<file path="config.mk">
export PLATFORM = sky130hd
export DESIGN_NAME = tone_period_meter
export DESIGN_NICKNAME = d
export VERILOG_FILES = /design/src/rtl/nco_pkg.sv /design/src/rtl/zc_hyst_compare.sv /design/src/rtl/tone_period_meter.sv
export SDC_FILE = /design/constraint.sdc
export NUM_CORES = 1
export LEC_CHECK = 0
export CAP_MARGIN = 25
export CORE_MARGIN = 2
export CORE_UTILIZATION = 60
export CTS_BUF_LIST = sky130_fd_sc_hd__clkbuf_8
export DETAILED_ROUTE_END_ITERATION = 8
export PLACE_DENSITY = 0.8
export SLEW_MARGIN = 25
export SYNTH_ARGS = -nofsm -noshare
export SYNTH_HDL_FRONTEND = slang
export SYNTH_SLANG_ARGS = --single-unit
export TNS_END_PERCENT = 50
</file>
<file path="constraint.sdc">
create_clock -name clk -period 12.4 [get_ports clk]
set_clock_uncertainty 0.15 [all_clocks]
set_input_delay 2.48 -clock clk [delete_from_list [all_inputs] [get_ports clk]]
set_output_delay 2.48 -clock clk [all_outputs]
set_load 0.005 [all_outputs]
</file>
<file path="src/rtl/nco_pkg.sv">
// Shared definitions for the NCO / tone measurement blocks.
//   MIDSCALE      : offset-binary zero code of the DAC sample format
//   PERIOD_W_DEF  : default width of the period counter and result
//   LOCK_TOL_DEF  : default max |difference| between consecutive reports for lock
//   meter_state_t : tone_period_meter FSM states
//   zc_class_t    : classification of one sample against the hysteresis band
package nco_pkg;

    localparam int MIDSCALE     = 127;
    localparam int PERIOD_W_DEF = 12;
    localparam int LOCK_TOL_DEF = 2;

    typedef enum logic [2:0] {
        ST_IDLE         = 3'd0,
        ST_WAIT_LOW     = 3'd1,
        ST_WAIT_HIGH    = 3'd2,
        ST_MEASURE_LOW  = 3'd3,
        ST_MEASURE_HIGH = 3'd4
    } meter_state_t;

    typedef enum logic [1:0] {
        ZC_BAND = 2'd0,
        ZC_HIGH = 2'd1,
        ZC_LOW  = 2'd2
    } zc_class_t;

endpackage

</file>
<file path="src/rtl/zc_hyst_compare.sv">
// Combinational hysteresis comparator.
//   sample_in : offset-binary sample (midscale 127)
//   hyst      : hysteresis half-width in codes
//   zc_class  : HIGH above 127+hyst, LOW below 127-hyst, otherwise BAND
module zc_hyst_compare
    import nco_pkg::*;
(
    input  logic [7:0] sample_in,
    input  logic [3:0] hyst,
    output zc_class_t  zc_class
);

    logic [8:0] hi_thr_s;
    logic [8:0] lo_thr_s;

    // Thresholds are computed in 9 bits so 127+15 cannot wrap; 127-15 stays positive.
    always_comb begin
        hi_thr_s = 9'(MIDSCALE) + {5'd0, hyst};
        lo_thr_s = 9'(MIDSCALE) - {5'd0, hyst};
        if ({1'b0, sample_in} > hi_thr_s) begin
            zc_class = ZC_HIGH;
        end else if ({1'b0, sample_in} < lo_thr_s) begin
            zc_class = ZC_LOW;
        end else begin
            zc_class = ZC_BAND;
        end
    end

endmodule

</file>
<file path="src/rtl/tone_period_meter.sv">
// Measures the period of a tone (in valid samples) between rising crossings
// of a hysteresis band around midscale, optionally averaging groups of four.
//   clk, rst      : clock, synchronous active-high reset
//   sample_in     : offset-binary sample, sample_valid qualifies it
//   hyst          : hysteresis half-width in codes
//   avg_sel       : 0 = report each period, 1 = report mean of 4 periods
//   period        : last reported period
//   period_valid  : one-cycle pulse when period updates
//   locked        : consecutive reports within LOCK_TOL of each other
//   timeout       : one-cycle pulse when no rising crossing arrives in time
module tone_period_meter
    import nco_pkg::*;
#(
    parameter int PERIOD_W = PERIOD_W_DEF,
    parameter int LOCK_TOL = LOCK_TOL_DEF
) (
    input  logic                clk,
    input  logic                rst,
    input  logic [7:0]          sample_in,
    input  logic                sample_valid,
    input  logic [3:0]          hyst,
    input  logic                avg_sel,
    output logic [PERIOD_W-1:0] period,
    output logic                period_valid,
    output logic                locked,
    output logic                timeout
);

    // The count value at which one more non-crossing sample reaches all-ones.
    localparam logic [PERIOD_W-1:0] CNT_LAST = {{(PERIOD_W-1){1'b1}}, 1'b0};
    localparam logic [PERIOD_W-1:0] CNT_ONE  = {{(PERIOD_W-1){1'b0}}, 1'b1};
    localparam logic [PERIOD_W-1:0] CNT_ZERO = {PERIOD_W{1'b0}};
    localparam logic [PERIOD_W:0]   TOL      = (PERIOD_W+1)'(LOCK_TOL);

    zc_class_t            zc_class_s;
    meter_state_t         state_r, state_s;
    logic [PERIOD_W-1:0]  cnt_r, cnt_s;
    logic [PERIOD_W+1:0]  acc_r, acc_s;
    logic [1:0]           idx_r, idx_s;
    logic                 avg_mode_r, avg_mode_s;
    logic                 have_prev_r, have_prev_s;
    logic [PERIOD_W-1:0]  period_r, period_s;
    logic                 period_valid_r, period_valid_s;
    logic                 locked_r, locked_s;
    logic                 timeout_r, timeout_s;
    logic                 crossing_s;
    logic                 report_s;
    logic                 use_avg_s;
    logic [PERIOD_W-1:0]  raw_s;
    logic [PERIOD_W-1:0]  report_val_s;
    logic [PERIOD_W+1:0]  sum_s;
    logic [PERIOD_W:0]    diff_s;

    zc_hyst_compare u_cmp (
        .sample_in (sample_in),
        .hyst      (hyst),
        .zc_class  (zc_class_s)
    );

    // Next-state, counting, averaging and report/lock decisions.
    always_comb begin
        state_s        = state_r;
        cnt_s          = cnt_r;
        acc_s          = acc_r;
        idx_s          = idx_r;
        avg_mode_s     = avg_mode_r;
        have_prev_s    = have_prev_r;
        period_s       = period_r;
        period_valid_s = 1'b0;
        locked_s       = locked_r;
        timeout_s      = 1'b0;
        crossing_s     = 1'b0;
        report_s       = 1'b0;
        use_avg_s      = avg_mode_r;
        raw_s          = cnt_r + CNT_ONE;
        report_val_s   = raw_s;
        sum_s          = acc_r + {2'b00, raw_s};
        diff_s         = {(PERIOD_W+1){1'b0}};

        if (sample_valid) begin
            case (state_r)
                ST_IDLE: begin
                    state_s = ST_WAIT_LOW;
                    cnt_s   = CNT_ZERO;
                end
                ST_WAIT_LOW: begin
                    if (zc_class_s == ZC_LOW) begin
                        state_s = ST_WAIT_HIGH;
                    end else begin
                        state_s = ST_WAIT_LOW;
                    end
                end
                ST_WAIT_HIGH: begin
                    // First rising crossing only starts the count.
                    if (zc_class_s == ZC_HIGH) begin
                        state_s = ST_MEASURE_HIGH;
                        cnt_s   = CNT_ZERO;
                    end else begin
                        state_s = ST_WAIT_HIGH;
                    end
                end
                ST_MEASURE_HIGH, ST_MEASURE_LOW: begin
                    // A crossing on the last countable sample wins over timeout.
                    if ((state_r == ST_MEASURE_LOW) && (zc_class_s == ZC_HIGH)) begin
                        crossing_s = 1'b1;
                        cnt_s      = CNT_ZERO;
                        state_s    = ST_MEASURE_HIGH;
                    end else if (cnt_r == CNT_LAST) begin
                        timeout_s   = 1'b1;
                        locked_s    = 1'b0;
                        acc_s       = {(PERIOD_W+2){1'b0}};
                        idx_s       = 2'd0;
                        have_prev_s = 1'b0;
                        cnt_s       = CNT_ZERO;
                        state_s     = ST_IDLE;
                    end else begin
                        cnt_s = cnt_r + CNT_ONE;
                        if (zc_class_s == ZC_LOW) begin
                            state_s = ST_MEASURE_LOW;
                        end else begin
                            state_s = state_r;
                        end
                    end
                end
                default: begin
                    state_s = ST_IDLE;
                    cnt_s   = CNT_ZERO;
                end
            endcase
        end else begin
            state_s = state_r;
        end

        // Averaging mode is latched at a group boundary so a group is never mixed.
        if (crossing_s) begin
            if (idx_r == 2'd0) begin
                use_avg_s = avg_sel;
            end else begin
                use_avg_s = avg_mode_r;
            end
            avg_mode_s = use_avg_s;
            if (!use_avg_s) begin
                report_s     = 1'b1;
                report_val_s = raw_s;
            end else if (idx_r == 2'd3) begin
                report_s     = 1'b1;
                report_val_s = sum_s[PERIOD_W+1:2];
                acc_s        = {(PERIOD_W+2){1'b0}};
                idx_s        = 2'd0;
            end else begin
                acc_s = sum_s;
                idx_s = idx_r + 2'd1;
            end
        end else begin
            report_s = 1'b0;
        end

        if (report_val_s >= period_r) begin
            diff_s = {1'b0, report_val_s} - {1'b0, period_r};
        end else begin
            diff_s = {1'b0, period_r} - {1'b0, report_val_s};
        end

        if (report_s) begin
            period_s       = report_val_s;
            period_valid_s = 1'b1;
            locked_s       = have_prev_r && (diff_s <= TOL);
            have_prev_s    = 1'b1;
        end else begin
            period_valid_s = 1'b0;
        end
    end

    // State and output registers with synchronous reset.
    always_ff @(posedge clk) begin
        if (rst) begin
            state_r        <= ST_IDLE;
            cnt_r          <= CNT_ZERO;
            acc_r          <= {(PERIOD_W+2){1'b0}};
            idx_r          <= 2'd0;
            avg_mode_r     <= 1'b0;
            have_prev_r    <= 1'b0;
            period_r       <= CNT_ZERO;
            period_valid_r <= 1'b0;
            locked_r       <= 1'b0;
            timeout_r      <= 1'b0;
        end else begin
            state_r        <= state_s;
            cnt_r          <= cnt_s;
            acc_r          <= acc_s;
            idx_r          <= idx_s;
            avg_mode_r     <= avg_mode_s;
            have_prev_r    <= have_prev_s;
            period_r       <= period_s;
            period_valid_r <= period_valid_s;
            locked_r       <= locked_s;
            timeout_r      <= timeout_s;
        end
    end

    assign period       = period_r;
    assign period_valid = period_valid_r;
    assign locked       = locked_r;
    assign timeout      = timeout_r;

endmodule
</file>
==> summary.txt <==
Placed design
  • Placed Cells: 708
  • HPWL Detailed: 9.72 mm
  • RePlAce Congestion: 0.972
  • DP Worst Slack: 3.88 ns
  • IO Port Bufs: 30

Clock network
  • Hold buffer count at cts: 0
  • Clk buf depth: 2
  • CTS Buf Count: 5
  • Sink Count: 48
  • Clock tree root buffer cell: clkbuf_8
  • Setup Buffers After CTS: 0
  • H-Tree Depth: 2
  • Worst skew pair latency: 0.31 ns
  • Resized Gates After CTS: 0
  • CTS tree: done
  • Clock transition at path regs: 0.10 ns

Route
  • Wirelength per Cell: 17.0 um
  • Total number of vias: 4319
  • Vias/cell: 6.04
  • Initial DRC Count: 244
  • DR DRC count: 0
  • Remaining antenna violation count: 0
  • Total Wirelength: 12.1 mm
  • DR pass1 iterations: 5

Global route
  • Vias in the first global route: 4177
  • First-pass GRT wire length: 20.2 mm
  • Antenna violations before repair: 0
  • Pin count of the biggest net entering global routing: 49
  • Tot GR Track Use: 29.1%
  • Remaining Overflow, GRT: 0

Critical path
  • CP Launch Type: primary input
  • CP endpoint kind: flip-flop
  • Reg2Reg Capture Point: locked$_SDFFE_PP0P_
  • Reg2reg setup slack: 5.67 ns
  • CP Launch Point: hyst[2]
  • Setup CP Type: primary input to flip-flop
  • Worst Reg-to-Reg Cells: 23
  • CP Data Required Time: 12.50 ns
  • Reg2Reg Launch Point: cnt_r[0]$_SDFFE_PP0P_
  • CP arrival: 8.34 ns
  • CP endpoint: locked$_SDFFE_PP0P_
  • CP max FO: 14

STA
  • Final WS setup: 4.16 ns
  • Minimum clock period after layout: 8.24 ns
  • Max Slew Vio Count: 0
  • Crit share post-route: 66.4%
  • # setup viols final: 0
  • Peak Freq: 121 MHz
  • RSZ-0062 raised after global routing: no
  • Final hold vios: 0
  • Worst-Margin Slew: 0.919 ns
  • Max_slew headroom: 38.5%
  • Setup TNS Final: 0 ns

Layout
  • Fin cells: 715
  • Final Net Count: 685
  • Most frequent cells in the layout: 63 x nor2_1, 56 x nand2_1, 53 x ha_1
  • Diode count: 0
  • Most common cell after layout, fill and taps aside: nor2_1
  • Layout area overhead: 9.10%
  • Number of fill cells in the layout: 664
  • Share of cells above drive strength 1: 8.32%
  • Final Util: 66.9%

Yosys
  • Cell variety after synth: 86
  • Area leader, netlist: dfxtp_1
  • Syn_area_per_cell: 7.86 um^2
  • Number of enable flip-flop cells after synthesis: 0
  • Syn nets: 668
  • Top FF cell, synth: dfxtp_1
  • Register bit count reported by yosys: 48
  • Area contributors post-synth: dfxtp_1 21%, ha_1 14%, nor2_1 5.0%
  • Ys async rst share: 0%
  • Syn Inst Count: 596
  • Yosys warnings: 0
  • Synthesized area: 4690 um^2
  • Seq/Total Area, Yosys: 20.5%
  • Share of the synthesized area in the top cell type: 20.5%

Power
  • Peak supply drop: 0.0000526 V
  • Sw Pwr: 79.0 uW
  • Switching Fraction: 24.0%
  • Clock power share: 41.2%
  • Flop pwr share: 47.5%
  • Comb power frac: 11.4%
  • Pleak: 0.00221 uW
  • Internal: 250 uW
  • PwrDens: 64.4 nW/um^2

Hold path
  • Min-delay worst type: flip-flop to flip-flop
  • Hold_sp: avg_mode_r$_SDFFE_PP0N_

Floorplanning
  • IO Pins: 31
  • Core Box Area: 7650 um^2
  • Die Width: 92.4 um
  • Row cnt: 32
  • Initial Utilization: 61.3%
  • Die span in y: 92.4 um
  • Die Area: 8530 um^2

Outcome
  • Status: complete, no violations

Run
  • Max-Cap Viols: 0
==> power by group through the flow <==
| stage | Sequential (uW) | Combinational [uW] | Clock, uW |
|---|---|---|---|
| 6_report | 156 | 37.5 | 136 |
| 5_1_grt | 156 | 42.0 | 141 |
| 4_1_cts | 156 | 37.1 | 135 |
| 3_5_place_dp | 160 | 37.0 | 0 |
| 3_3_place_gp | 160 | 35.6 | 0 |
| 2_1_floorplan | 159 | 24.6 | 0 |
==> flip-flops by register name, summed over array words and instances (netlist names) <==
| name | flops |
|---|---|
| acc_r | 14 |
| avg_mode_r | 1 |
| cnt_r | 12 |
| have_prev_r | 1 |
| idx_r | 2 |
| locked | 1 |
| period | 12 |
| period_valid | 1 |
| state_r | 3 |
| timeout | 1 |
==> synth_stat cells (6+ instances only) <==
| cell type | instances |
|---|---|
| nand4_1 | 8 |
| inv_1 | 50 |
| nor3_1 | 11 |
| dfxtp_1 | 48 |
| o21ai_0 | 23 |
| nor2_1 | 63 |
| xor2_1 | 11 |
| xnor2_1 | 20 |
| a211oi_1 | 10 |
| nand2_1 | 56 |
| a22oi_1 | 13 |
| o21a_1 | 10 |
| mux2i_1 | 8 |
| nand3_1 | 21 |
| a21o_1 | 12 |
| mux2_2 | 6 |
| ha_1 | 53 |
| a21oi_1 | 47 |
| clkbuf_1 | 12 |
| nor2b_1 | 6 |
==> through the flow <==
| stage | total power (uW) | hold slack (ns) | area (um^2) |
|---|---|---|---|
| after floorplan | 184 | 0.282 | 4690 |
| after global placement | 195 | 0.289 | 4980 |
| after detailed placement | 197 | 0.295 | 4980 |
| after CTS | 328 | 0.308 | 5110 |
| after global routing | 340 | 0.330 | 5110 |
| final | 329 | 0.309 | 5110 |
==> worst min path at each step <==
stage	endpoint	slack, ns	cells past startpoint
floorplan	cnt_r[8]$_SDFFE_PP0P_	0.28	2
global placement	cnt_r[8]$_SDFFE_PP0P_	0.29	2
detailed placement	cnt_r[8]$_SDFFE_PP0P_	0.29	2
CTS	cnt_r[8]$_SDFFE_PP0P_	0.31	2
global route	cnt_r[8]$_SDFFE_PP0P_	0.33	2
finish	avg_mode_r$_SDFFE_PP0N_	0.31	2
==> logic make-up after synthesis <==
kind of cell	synth area share, %
xor+xnor	5.79
flops	20.5
simple gates	21.2
mux	3.47
compound gates	26.4
fa+ha+maj	15.4
buf+inv	7.26
==> area by class of cell <==
class                           instances  area (um^2)  share of cell area [%]
Inverter                               50          188                    3.67
Sequential cell                        48          961                    18.8
Clock buffer                            5         68.8                    1.35
Multi-Input combinational cell        475         3390                    66.2
Tap cell                              102          128                    2.50
Timing Repair Buffer                   33          323                    6.31
Clock inverter                          2         60.1                    1.17
==> layer usage <==
| metal | track usage, % | share of wire, % |
|---|---|---|
| met1 | 37.1 | 44 |
| met2 | 51.2 | 49 |
| met3 | 4.64 | 5.1 |
| met4 | 7.46 | 1.8 |
| met5 | 0 | 0 |
==> critical path: stages <==
cell and delay (ns):
clkdlybuf4s50_1 0.48, nor3_1 0.22, ha_1 0.28, ha_1 0.29, nand4_1 0.11, o221ai_1 0.38
o2111a_2 0.33, nand2_2 0.23, o21ai_0 0.58, inv_1 0.20, ha_1 0.35, nand4_2 0.18
o221ai_2 0.16, a221oi_4 0.40, o41ai_1 0.16, a31oi_2 0.57, a31oi_1 0.28, a2111oi_4 0.40
nand4_1 0.12, o21ai_1 0.12
Note: power is estimated with default switching activity, not from simulation.
==> variant 1: new RTL, same settings <==
Encoding of `meter_state_t`: now one-hot (5 bits for 5 states).
--- a/src/rtl/nco_pkg.sv
+++ b/src/rtl/nco_pkg.sv
@@ -10,12 +10,12 @@
     localparam int PERIOD_W_DEF = 12;
     localparam int LOCK_TOL_DEF = 2;
 
-    typedef enum logic [2:0] {
-        ST_IDLE         = 3'd0,
-        ST_WAIT_LOW     = 3'd1,
-        ST_WAIT_HIGH    = 3'd2,
-        ST_MEASURE_LOW  = 3'd3,
-        ST_MEASURE_HIGH = 3'd4
+    typedef enum logic [4:0] {
+        ST_IDLE         = 5'b00001,
+        ST_WAIT_LOW     = 5'b00010,
+        ST_WAIT_HIGH    = 5'b00100,
+        ST_MEASURE_LOW  = 5'b01000,
+        ST_MEASURE_HIGH = 5'b10000
     } meter_state_t;
 
     typedef enum logic [1:0] {
Behaviour: same outputs for any inputs over 10 cycles, from zero or initial values and one cycle with rst high; not proved beyond that.
==> variant 1 against the unedited design <==
- sequential cell count increased by 2
- power is 12% lower
- area after synthesis is 2.6% lower
- global-route usage is 1.4 points lower
- highest routed layer unchanged
- final area is 2.2% lower
- sequential power increased by 4%
- worst setup slack gained 0.26 ns
- routed wire length is 6.9% lower
==> variant 1: results (changes against the unedited design) <==
| Metric | Value |
|---|---|
| Status | `complete, no violations` |
| Post-synth top cells | `80 x nor2_1, 53 x ha_1, 50 x dfxtp_1` |
| GRT Total Usage | `27.7% (-1.4 points)` |
| Worst EP arrival | `8.06 ns (-0.28 ns)` |
| Register with the most flip-flops | `acc_r` |
| Max VDD drop | `0.0000414 V (-21%)` |
| Post-synthesis cell type count | `70 (-19%)` |
| Slew headroom | `40.1% (+1.6 points)` |
| Total Routed Length | `11300 um (-6.9%)` |
| Fill cells | `649 (-2.3%)` |
| Cts bufs inserted | `5 (unchanged)` |
| Nets@finish | `683 (-0.29%)` |
| Initial DRC Count | `317 (+30%)` |
| Gpl congestion | `0.998 (+2.6%)` |
| Register area share after synthesis | `21.9% (+1.4 points)` |
| Worst Path Max Fanout | `12 (-2)` |
| Vias in the first global route | `4093 (-2.0%)` |
| Post-synth ARST share | `0% (unchanged)` |
| Ys Warns | `0 (unchanged)` |
| H-tree depth | `2 (unchanged)` |
| CP max stage cell | `ha_1` |
| LEAKAGE | `2.13 nW (-3.6%)` |
| Routed vias/inst | `6.00 (-0.65%)` |
| Hpwl dp | `8750 um (-10%)` |
| Root Buffer | `clkbuf_8` |
| Worst min path class | `flip-flop to flip-flop` |
| Clock latency on the worst-skew pair | `0.31 ns (about the same)` |
| Pin count of the biggest net entering global routing | `51 (+4.1%)` |
| Syn Nets | `666 (-0.30%)` |
| Initial antenna violation count | `0 (unchanged)` |
| # diodes | `0 (unchanged)` |
| Synth top area cells | `dfxtp_1 22%, ha_1 15%, nor2_1 6.6%` |
| Flip-flop count of the largest register after layout | `14 (unchanged)` |
| Initial DRT Pass Iterations | `5 (unchanged)` |
| Share of layout cells above drive strength 1 | `6.21% (-2.1 points)` |
| CP top delay family | `simple AND/OR/NAND/NOR gates` |
| First-pass GRT wire length | `19200 um (-4.7%)` |
| Post-DP Area | `0.00492 mm2 (-1.4%)` |
| CTS clk-pin slew, worst paths | `0.10 ns (about the same)` |
| Largest stage delay on the critical path | `0.51 ns (-0.07 ns)` |
| Final cell area excluding filler cells | `0.00500 mm2 (-2.2%)` |
[variant 1: cell type report]
class	count	area share, %
Clock buffer	5	1.38
Inverter	50	3.75
Timing Repair Buffer	32	6.30
Tap cell	99	2.48
Multi-Input combinational cell	472	65.7
Clock inverter	3	0.350
Sequential cell	50	20.0
[variant 1: kinds of logic after synthesis]
family          after synthesis  synth area share, %
compound gates              154                 22.5
xor+xnor                     28                 5.37
fa+ha+maj                    56                 15.8
flops                        50                 21.9
mux                          26                 5.92
buf+inv                      72                 6.09
simple gates                208                 22.3
[variant 1: power by group]
group,internal (mW),switching (mW),total [mW]
sequential,0.161,0.00210,0.163
combinational,0.0146,0.0179,0.0325
clock,0.0392,0.0562,0.0954
total,0.215,0.0762,0.291
[variant 1: final timing paths]
| path | from | depth (start not counted) | to | slack [ns] |
|---|---|---|---|---|
| max | hyst[2] | 21 | locked$_SDFFE_PP0P_ | 4.42 |
| min | avg_mode_r$_SDFFE_PP0N_ | 2 | avg_mode_r$_SDFFE_PP0N_ | 0.33 |
| max reg2reg | cnt_r[1]$_SDFFE_PP0P_ | 22 | locked$_SDFFE_PP0P_ | 6.55 |
| min reg2reg | avg_mode_r$_SDFFE_PP0N_ | 2 | avg_mode_r$_SDFFE_PP0N_ | 0.33 |
[variant 1: layer usage]
layer / GRT usage (%) / vias to the layer above / part of all wire, %
li1: - / 2130 / -
met1: 38.7 / 1987 / 49
met2: 45.7 / 134 / 45
met3: 3.24 / 16 / 4.3
met4: 6.44 / 0 / 1.6
met5: 0 / - / 0
[variant 1: worst min-delay path, stage by stage, from the launching register on]
cell	delay (ns)
dfxtp_1	0.33
nand2_1	0.06
a21oi_1	0.05
[variant 1: through the flow]
stage / setup slack [ns] / cells
after floorplan: 5.46 / 594
after global placement: 4.27 / 703
after detailed placement: 4.18 / 703
after CTS: 4.50 / 711
after global routing: 3.91 / 711
final: 4.42 / 711
==> variant 2: new RTL, same flow settings <==
Made on the original files. The package constant `PERIOD_W_DEF` goes from 12 to 8.
--- a/src/rtl/nco_pkg.sv
+++ b/src/rtl/nco_pkg.sv
@@ -7,7 +7,7 @@
 package nco_pkg;
 
     localparam int MIDSCALE     = 127;
-    localparam int PERIOD_W_DEF = 12;
+    localparam int PERIOD_W_DEF = 8;
     localparam int LOCK_TOL_DEF = 2;
 
     typedef enum logic [2:0] {
Interface: changed (resized period); port bits go from 31 to 27. The function was not compared with the original's and may differ.
==> variant 2 against the unedited design <==
- first-iteration DRC count down 20%
- worst setup slack better by 0.82 ns
- final area down 29%
- area after synthesis fell by 32%
- sequential cell count is 12 lower
- power is 21% lower
- routed wire length fell by 39%
- clock power down 21%
- critical path type unchanged
- critical endpoint unchanged
- largest power group unchanged
- highest routed layer unchanged
==> variant 2: results (changes against the unedited design) <==
| Metric | Value |
|---|---|
| Status | `complete, no violations` |
| HP Start | `acc_r[6]$_SDFF_PP0_` |
| Pin count of the biggest net entering global routing | `38 (-22%)` |
| Worst R2R Setup Slack | `7.24 ns (+1.57 ns)` |
| Initial DRT Pass Iterations | `6 (+1)` |
| Avg WL per Cell | `14.5 um (-14%)` |
| Syn Nets | `477 (-29%)` |
| Worst Path Max Fanout | `10 (-4)` |
| LEAKAGE | `1.52 nW (-31%)` |
| Initial DRC Count | `194 (-20%)` |
| Power Dens Cells | `71.9 mW/mm2 (+12%)` |
| Fill cells | `463 (-30%)` |
| Post-synth top cells | `54 x nor2_1, 41 x ha_1, 40 x nand2_1` |
| First-pass GRT wire length | `12800 um (-37%)` |
| Hold_ws | `0.313 ns (+0.00395 ns)` |
| Post-DP Area | `0.00350 mm2 (-30%)` |
| Post-synthesis cell type count | `57 (-34%)` |
| Routed vias/inst | `5.85 (-3.1%)` |
| Gpl congestion | `0.865 (-11%)` |
| Hpwl dp | `5660 um (-42%)` |
| Flip-flop count of the largest register after layout | `10 (-4)` |
| Register area share after synthesis | `22.6% (+2.1 points)` |
| GRT Total Usage | `26.5% (-2.7 points)` |
| Share of layout cells above drive strength 1 | `6.15% (-2.2 points)` |
| Vias in the first global route | `2833 (-32%)` |
| Nets@finish | `498 (-27%)` |
-- variant 2: cell count changes after synthesis, sizes merged, moves of 9 or more --
cell	before	now
a21oi	48	34
dfxtp	48	36
ha	53	41
inv	50	38
nand2	57	40
nand3	21	7
nor2	63	54
o21ai	27	15
xnor2	20	10
-- variant 2: kinds of logic (layout without fill, tap and decap cells) --
kind of cell / count (synthesis) / in the layout / share of synthesized area, %
and+or+nand+nor: 149 / 149 / 22.4
AOI/OAI and AO/OA: 110 / 110 / 23.0
adders and majority gates: 44 / 44 / 18.0
DFF: 36 / 36 / 22.6
muxes: 7 / 7 / 2.28
buffers and inverters: 51 / 73 / 6.24
xor gates and xnor gates: 20 / 20 / 5.49
-- variant 2: area by class of cell --
| cell class | count | share of cell area, % |
|---|---|---|
| Inverter | 38 | 3.95 |
| Sequential cell | 36 | 20.0 |
| Clock buffer | 5 | 1.91 |
| Tap cell | 70 | 2.43 |
| Multi-Input combinational cell | 330 | 63.2 |
| Clock inverter | 3 | 1.18 |
| Timing Repair Buffer | 27 | 7.42 |
-- variant 2: worst max-delay path, cell delays in order --
cell and delay [ns]:
clkdlybuf4s50_1 0.48, nor3_1 0.27, ha_1 0.28, ha_1 0.28, nand4_1 0.14, o22ai_1 0.12
or3_4 0.37, nor3_4 0.43, nand2_1 0.09, o21ai_0 0.27, inv_1 0.18, ha_1 0.34
nor2b_1 0.16, o311ai_0 0.32, a21o_1 0.17, a21oi_1 0.07, mux2_2 0.26, or4_1 0.51
a311oi_1 0.26
-- variant 2: how the worst max path moves through the flow --
| stage | to | slack, ns | cells after the start |
|---|---|---|---|
| 2_1_floorplan | locked$_SDFFE_PP0P_ | 5.65 | 18 |
| 3_3_place_gp | locked$_SDFFE_PP0P_ | 4.87 | 19 |
| 3_5_place_dp | locked$_SDFFE_PP0P_ | 4.75 | 19 |
| 4_1_cts | locked$_SDFFE_PP0P_ | 5.04 | 19 |
| 5_1_grt | locked$_SDFFE_PP0P_ | 4.62 | 19 |
| 6_report | locked$_SDFFE_PP0P_ | 4.98 | 19 |
-- variant 2: power breakdown --
group	switching (mW)	internal (mW)
Clock	0.0481	0.0595
Combinational	0.0188	0.0152
Sequential	0.00146	0.116
-- variant 2: metal layers --
layer	share of wire (%)	GRT usage (%)	wire length, um
met4	1.8	8.00	133
met1	46	34.3	3370
met5	0	0	0
met2	47	44.8	3490
met3	5.5	4.59	408
-- variant 2: metrics by stage --
stage                     std cells  power (mW)
after floorplan                 417       0.143
after global placement          501       0.153
after detailed placement        501       0.154
after CTS                       509       0.261
after global routing            509       0.270
final                           509       0.259
